`src/rtl/mem_port_arbiter.sv`:
```
// mem_port_arbiter
//   Round-robin arbiter/sequencer sharing one single-port mode-controlled
//   memory between requesters A and B. A granted command is latched and
//   presented to the memory for exactly one cycle. Read data is captured
//   one cycle later. A single-cycle ack (with read data) then goes back to
//   the requester that was granted.
//
// Ports
//   clk, rst                   clock, synchronous active-high reset
//   a_req/a_wr/a_addr/a_wdata  requester A command (held until a_ack)
//   a_ack, a_rdata             A completion pulse and read data
//   b_*                        same as A for requester B
//   mem_w_en, mem_mode         memory enable, mode (0 = write, 1 = read)
//   mem_address, mem_data_in   memory address and write data
//   mem_data_out               registered memory read data
//   a_grant_cnt, b_grant_cnt   saturating grant counters
//                              (only when MEM_PORT_ARB_STATS_EN is defined)
//
// Optional feature macro: MEM_PORT_ARB_STATS_EN

module mem_port_arbiter #(
  parameter int unsigned ADDR_W = 5,
  parameter int unsigned DATA_W = 5
) (
  input  logic              clk,
  input  logic              rst,
  input  logic              a_req,
  input  logic              a_wr,
  input  logic [ADDR_W-1:0] a_addr,
  input  logic [DATA_W-1:0] a_wdata,
  output logic              a_ack,
  output logic [DATA_W-1:0] a_rdata,
  input  logic              b_req,
  input  logic              b_wr,
  input  logic [ADDR_W-1:0] b_addr,
  input  logic [DATA_W-1:0] b_wdata,
  output logic              b_ack,
  output logic [DATA_W-1:0] b_rdata,
  output logic              mem_w_en,
  output logic              mem_mode,
  output logic [ADDR_W-1:0] mem_address,
  output logic [DATA_W-1:0] mem_data_in,
  input  logic [DATA_W-1:0] mem_data_out
`ifdef MEM_PORT_ARB_STATS_EN
  ,
  output logic [7:0]        a_grant_cnt,
  output logic [7:0]        b_grant_cnt
`endif
);

  typedef enum logic [1:0] {
    IDLE    = 2'd0,
    ACCESS  = 2'd1,
    CAPTURE = 2'd2,
    ACK     = 2'd3
  } state_t;

  // Requester ids used for the grant and the round-robin pointer
  localparam logic REQ_A = 1'b0;
  localparam logic REQ_B = 1'b1;

  state_t              state_q, state_d;
  logic                gnt_q, gnt_d;
  logic                last_q, last_d;
  logic                wr_q, wr_d;
  logic [ADDR_W-1:0]   addr_q, addr_d;
  logic [DATA_W-1:0]   wdata_q, wdata_d;

  logic                grant_a_c;
  logic                grant_b_c;

  logic                a_ack_d, b_ack_d;
  logic [DATA_W-1:0]   a_rdata_d, b_rdata_d;
  logic                mem_w_en_d, mem_mode_d;
  logic [ADDR_W-1:0]   mem_address_d;
  logic [DATA_W-1:0]   mem_data_in_d;

  // Next-state and next-output logic; outputs are derived from the state
  // being entered so every output leaves a flop.
  always_comb begin
    state_d       = state_q;
    gnt_d         = gnt_q;
    last_d        = last_q;
    wr_d          = wr_q;
    addr_d        = addr_q;
    wdata_d       = wdata_q;
    grant_a_c     = 1'b0;
    grant_b_c     = 1'b0;
    a_ack_d       = 1'b0;
    b_ack_d       = 1'b0;
    a_rdata_d     = a_rdata;
    b_rdata_d     = b_rdata;
    mem_w_en_d    = 1'b0;
    mem_mode_d    = 1'b0;
    mem_address_d = '0;
    mem_data_in_d = '0;

    case (state_q)
      IDLE: begin
        // On a tie, A wins only when B was served last
        grant_a_c = a_req && (!b_req || (last_q == REQ_B));
        grant_b_c = b_req && !grant_a_c;
        if (grant_a_c || grant_b_c) begin
          gnt_d   = grant_b_c ? REQ_B : REQ_A;
          last_d  = gnt_d;
          wr_d    = grant_b_c ? b_wr    : a_wr;
          addr_d  = grant_b_c ? b_addr  : a_addr;
          wdata_d = grant_b_c ? b_wdata : a_wdata;
          state_d = ACCESS;
          // Memory command for the single ACCESS cycle
          mem_w_en_d    = 1'b1;
          mem_mode_d    = ~wr_d;
          mem_address_d = addr_d;
          mem_data_in_d = wr_d ? wdata_d : '0;
        end
      end

      ACCESS: begin
        if (wr_q) begin
          state_d = ACK;
          a_ack_d = (gnt_q == REQ_A);
          b_ack_d = (gnt_q == REQ_B);
        end else begin
          state_d = CAPTURE;
        end
      end

      CAPTURE: begin
        // Memory output is valid in this cycle; hand it to the granted side
        state_d = ACK;
        a_ack_d = (gnt_q == REQ_A);
        b_ack_d = (gnt_q == REQ_B);
        if (gnt_q == REQ_A) begin
          a_rdata_d = mem_data_out;
        end else begin
          b_rdata_d = mem_data_out;
        end
      end

      ACK: begin
        state_d = IDLE;
      end

      default: begin
        state_d = IDLE;
      end
    endcase
  end

  // State, latched command and registered outputs
  always_ff @(posedge clk) begin
    if (rst) begin
      state_q     <= IDLE;
      gnt_q       <= REQ_A;
      last_q      <= REQ_B;
      wr_q        <= 1'b0;
      addr_q      <= '0;
      wdata_q     <= '0;
      a_ack       <= 1'b0;
      b_ack       <= 1'b0;
      a_rdata     <= '0;
      b_rdata     <= '0;
      mem_w_en    <= 1'b0;
      mem_mode    <= 1'b0;
      mem_address <= '0;
      mem_data_in <= '0;
    end else begin
      state_q     <= state_d;
      gnt_q       <= gnt_d;
      last_q      <= last_d;
      wr_q        <= wr_d;
      addr_q      <= addr_d;
      wdata_q     <= wdata_d;
      a_ack       <= a_ack_d;
      b_ack       <= b_ack_d;
      a_rdata     <= a_rdata_d;
      b_rdata     <= b_rdata_d;
      mem_w_en    <= mem_w_en_d;
      mem_mode    <= mem_mode_d;
      mem_address <= mem_address_d;
      mem_data_in <= mem_data_in_d;
    end
  end

`ifdef MEM_PORT_ARB_STATS_EN
  // Grant counters, saturating at all-ones
  always_ff @(posedge clk) begin
    if (rst) begin
      a_grant_cnt <= '0;
      b_grant_cnt <= '0;
    end else begin
      if (grant_a_c && (a_grant_cnt != '1)) begin
        a_grant_cnt <= a_grant_cnt + 8'd1;
      end
      if (grant_b_c && (b_grant_cnt != '1)) begin
        b_grant_cnt <= b_grant_cnt + 8'd1;
      end
    end
  end
`else
  // Statistics counters are not built in this configuration
`endif

endmodule

```
`config.mk`:
```
export PLATFORM = sky130hd
export DESIGN_NAME = mem_port_arbiter
export DESIGN_NICKNAME = d
export VERILOG_FILES = /design/src/rtl/mem_port_arbiter.sv
export SDC_FILE = /design/constraint.sdc
export NUM_CORES = 1
export LEC_CHECK = 0
export BUFFER_PORTS_ARGS = -buffer_cell sky130_fd_sc_hd__buf_2
export CORE_MARGIN = 5
export CORE_UTILIZATION = 42
export CTS_BUF_LIST = sky130_fd_sc_hd__clkbuf_8
export DETAILED_ROUTE_END_ITERATION = 16
export GPL_TIMING_DRIVEN = 0
export MAX_ROUTING_LAYER = met4
export PLACE_DENSITY = 0.86
export SLEW_MARGIN = 25
export SYNTH_ARGS = -nofsm -noshare
export SYNTH_HDL_FRONTEND = slang
export SYNTH_SLANG_ARGS = --single-unit
```
`constraint.sdc`:
```
create_clock -name clk -period 1.4 [get_ports clk]
set_input_delay 0.07 -clock clk [delete_from_list [all_inputs] [get_ports clk]]
set_output_delay 0.07 -clock clk [all_outputs]
set_load 0.005 [all_outputs]
```
# [After elaboration in Yosys (flattened, before gate mapping)]
# Cells that the tools add are included.
[op_classes] n_mux=12 eq_ne=4 bitwise_logic=4 reduce_logical=13
[op_table] cell="$mux W5" count=2
[op_table] cell="$pmux W2 S4" count=1
[op_table] cell="$mux W1" count=6
[op_table] cell="$reduce_and A2 Y1" count=3
[op_table] cell="$eq A2 B2 Y1 const B" count=2
[op_table] cell="$not A1 Y1" count=4
[op_table] cell="$pmux W1 S2" count=2
[op_table] cell="$reduce_or A4 Y1" count=1
[op_table] cell="$reduce_or A3 Y1" count=1
[op_table] cell="$eq A2 B1 Y1 const B" count=1
[op_table] cell="$logic_and A1 B1 Y1" count=2
[op_table] cell="$logic_not A1 Y1" count=2
[op_table] cell="$logic_not A2 Y1" count=1
[op_table] cell="$logic_or A1 B1 Y1" count=2
[op_table] cell="$mux W2" count=1
[op_table] cell="$ne A2 B2 Y1 const B" count=1
[op_table] cell="$reduce_or A2 Y1" count=1
[word_totals] regBits=29 out_inout_bits=24

# [Longest topological paths before layout]
[logic_depth] word_depth=8 ltp_mapped=7 ltp_nobuf=6

# [Worst setup path after synthesis]
# No wires, ideal clock.
[synth_path] kind="register to register" startpoint="reg state_q[0]" endpoint="reg state_q[1]" stages_incl_launch_ff=6 synth_period_minus_slack_ps=1357 required_ps=1272 setup_time_ps=128 path_buffers=0 path_slack_ps=43 t_arrival_ps=1230 path_cell_list="dfxtp_1 > inv_1 > ha_1 > or3b_4 > mux2i_1 > nor2_1"
[synth_via] elab_chain_cells=2 elab_cells_between_ends=6 cone_classes="eq/ne (4); mux (1); reduce/logical (1)"
[synth_lines] item="start, declared" line="62" rtl="state_t state_q, state_d;"
[synth_lines] item="start signal, assigned" line="168" rtl="state_q <= state_d;"
[synth_lines] item="$eq A2 B2 Y1, or another cell as far along" line="98" rtl="case (state_q)"
[synth_lines] item="$pmux W2 S4 / $ne A2 B2 Y1 (equally long branches)"
# Several ways; a longest one is shown, not always the timed one.
# A chain may end at the register's enable or synchronous reset.

# [Worst setup path after layout]
[layout_path] startpoint="reg state_q[0]" endpoint="reg state_q[0]"
# Same word-level chain as after synthesis.

==> impl_metrics.ini <==
[clock_network]
cts_buffers = 5
cts_tree = yes
cts_num_sinks = 29
clk_latency_ns = 0.28
clk_pin_slew_ns = 0.06
holdBufCountCts = 0
cts_buffer_depth = 2
clock-root-buffer = clkbuf_8
htree_levels = 2

[placement]
portBuffers = 53
finalWeightedCongestion = 0.767
dp_hpwl_um = 2100
place_area_mm2 = 0.00144
place_inst = 208
pre_cts_slack_ns = -0.0808

[die]
initial_core_util_pct = 44.7
fp-row-count = 18
dieArea_mm2 = 0.00385
core_mm2 = 0.00254
die_x_um = 62.1
die_height_um = 62.1
io_pins = 55

[sta]
period_needed_ns = 1.36
max-slew-margin-rel_pct = 70.8
worst_slew_pin_slew_ns = 0.438
rsz0062_at_grt = true
min_period_over_period_pct = 96.9
final_hold_viol_count = 0
setup-violations-final = 0
drv_slew = 0
setup_ws_ns = 0.0430
max_freq_mhz = 737
clock-skew-final_ns = 0.00447

[min_path]
worstHoldStart = b_addr[2]
worstHoldPathType = in2reg
min_path_cells = 3

[detailed_routing]
wl_per_cell_um = 12.6
drc = 0
antenna_left = 0
drt_iter0_drc = 64
routed_wirelength_um = 2760
vias = 1075
dr.pass1.iters = 4
vias_per_cell = 4.89

[global_route]
antenna_found_initial = 0
overflow = 0
grtUsageTotal_pct = 15.5
grt_start_max_net_pins = 11
grt_pass1_vias = 963
grt_first_pass_wirelength_um = 4120

[pwr]
power_leakage_nw = 0.794
max-vdd-ir-drop_v = 0.00111
finalPower_w = 0.00277
power_density_mw_per_mm2 = 1730

[critical_path]
crit_end = state_q[0]$_SDFFE_PP0P_
r2r-end = state_q[0]$_SDFFE_PP0P_
crit_start = state_q[0]$_SDFFE_PP0P_
crit_path_end_kind = flop
critPathLaunchType = flop
regToRegStartpoint = state_q[0]$_SDFFE_PP0P_
critical_path_class = reg2reg
required_ns = 1.58
crit_path_max_fanout = 4
r2r_slack_ns = 0.04
cp.arrival_ns = 1.54
r2r_cells = 4

[layout]
syn2layout_area_growth_pct = 40.3
layout-drive-gt1-share_pct = 42.6
fin_nets = 224
final_cells = 220
fillCellCount = 228
n_antenna_cell = 0
fin_area_mm2 = 0.00160

[synth]
seq_area_frac_synth_pct = 51.0
synthCells = 125
netlist_area_mm2 = 0.00114
avgSynthCellArea_um2 = 9.11
synthDistinctLibCells = 28
postSynthNetCount = 160
synth.ff_latch_count = 29
yosysWarnings = 0

[job]
cap_violations = 0

[run_status]
status = complete, no violations
metrics by stage:
step	hold WS, ns	utilization (%)	TNS, ns
floorplan	0.203	-	0
global placement	0.312	56.6	-0.282
detailed placement	0.314	56.6	-0.714
CTS	0.0196	61.0	0
global route	0.0274	62.8	-0.0274
finish	0.0276	62.8	0
worst min-delay path by stage:
stage / endpoint / slack [ns]
after CTS: mem_address[2]$_SDFF_PP0_ / 0.02
after floorplan: mem_address[0]$_SDFF_PP0_ / 0.20
after global placement: mem_address[4]$_SDFF_PP0_ / 0.31
after detailed placement: mem_address[2]$_SDFF_PP0_ / 0.31
after global routing: mem_address[0]$_SDFF_PP0_ / 0.03
final: mem_address[2]$_SDFF_PP0_ / 0.03
what timing repair did:
item | 4_1_cts | 5_1_grt
endpoints found under the setup margin | 17 | 18
resized for setup | 3 | 5
endpoints found under the hold margin | 0 | 0
pin swaps | 0 | 2
setup buffers | 0 | 5
cells in the mapped netlist (all sizes together):
library cell  number  area (um2)
dfxtp             29         581
a21oi             18        90.1
nand2             18        67.6
nand3             15        75.1
nor2               7        26.3
buf                6        35.0
mux2i              6        60.1
ha                 4        50.1
inv                4        15.0
a221oi             2        23.8
clkbuf             2        7.51
o21ai              2        10.0
or2                2        12.5
a211oi             1        7.51
a21bo              1        10.0
a21boi             1        11.3
a22oi              1        7.51
a31oi              1        6.26
and3               1        6.26
nand2b             1        6.26
nor4b              1        8.76
nor4bb             1        10.0
or3b               1        11.3
final cells by class:
class | count | area (um2) | share of cell area [%]
Clock buffer | 7 | 96.3 | 6.03
Buffer | 7 | 38.8 | 2.43
Sequential cell | 29 | 584 | 36.6
Clock inverter | 1 | 5.00 | 0.313
Multi-Input combinational cell | 84 | 515 | 32.3
Inverter | 4 | 17.5 | 1.10
Timing Repair Buffer | 58 | 303 | 19.0
Tap cell | 30 | 37.5 | 2.35
power breakdown:
group / leakage [nW] / switching [W] / internal, W
combinational: 0.502 / 0.000474 / 0.000501
sequential: 0.237 / 0.0000735 / 0.000978
clock: 0.0542 / 0.000296 / 0.000443
total: 0.794 / 0.000843 / 0.00192
worst max-delay path, stage by stage (launching register included):
cell and delay [ns]:
dfxtp_1 0.32, inv_2 0.10, ha_4 0.16, or3b_4 0.41, a221oi_2 0.28
metal layers:
layer | global-route usage (%) | vias to the layer above | part of all wire [%]
met1 | 17.9 | 488 | 42
met2 | 23.4 | 26 | 49
met4 | 6.36 | 0 | 1.3
met3 | 7.02 | 4 | 8.2
li1 | - | 557 | -
met5 | - | - | 0
flip-flops by register name, summed over array words and instances (netlist names):
register	flops
b_rdata	5
a_rdata	5
a_ack	1
mem_mode	1
mem_data_in	5
b_ack	1
mem_address	5
mem_w_en	1
last_q	1
gnt_q	1
wr_q	1
state_q	2
cells by family after synthesis:
logic type / after synthesis / synth area share, %
AO/OA/AOI/OAI: 27 / 14.6
AND/OR/NAND/NOR: 47 / 19.7
buffers and inverters: 12 / 5.05
adder cells (fa/ha/maj): 4 / 4.40
flip-flops: 29 / 51.0
multiplexers: 6 / 5.27
cells in the final DEF, fill, tap and decap left out, drive strengths merged, types with 4 or more instances in the layout:
master,instances
buf,64
nor2,7
inv,4
mux2i,6
nand3,15
dfxtp,29
a21oi,18
clkbuf,8
ha,4
nand2,18
No activity file was read; power rests on OpenSTA's default activity.
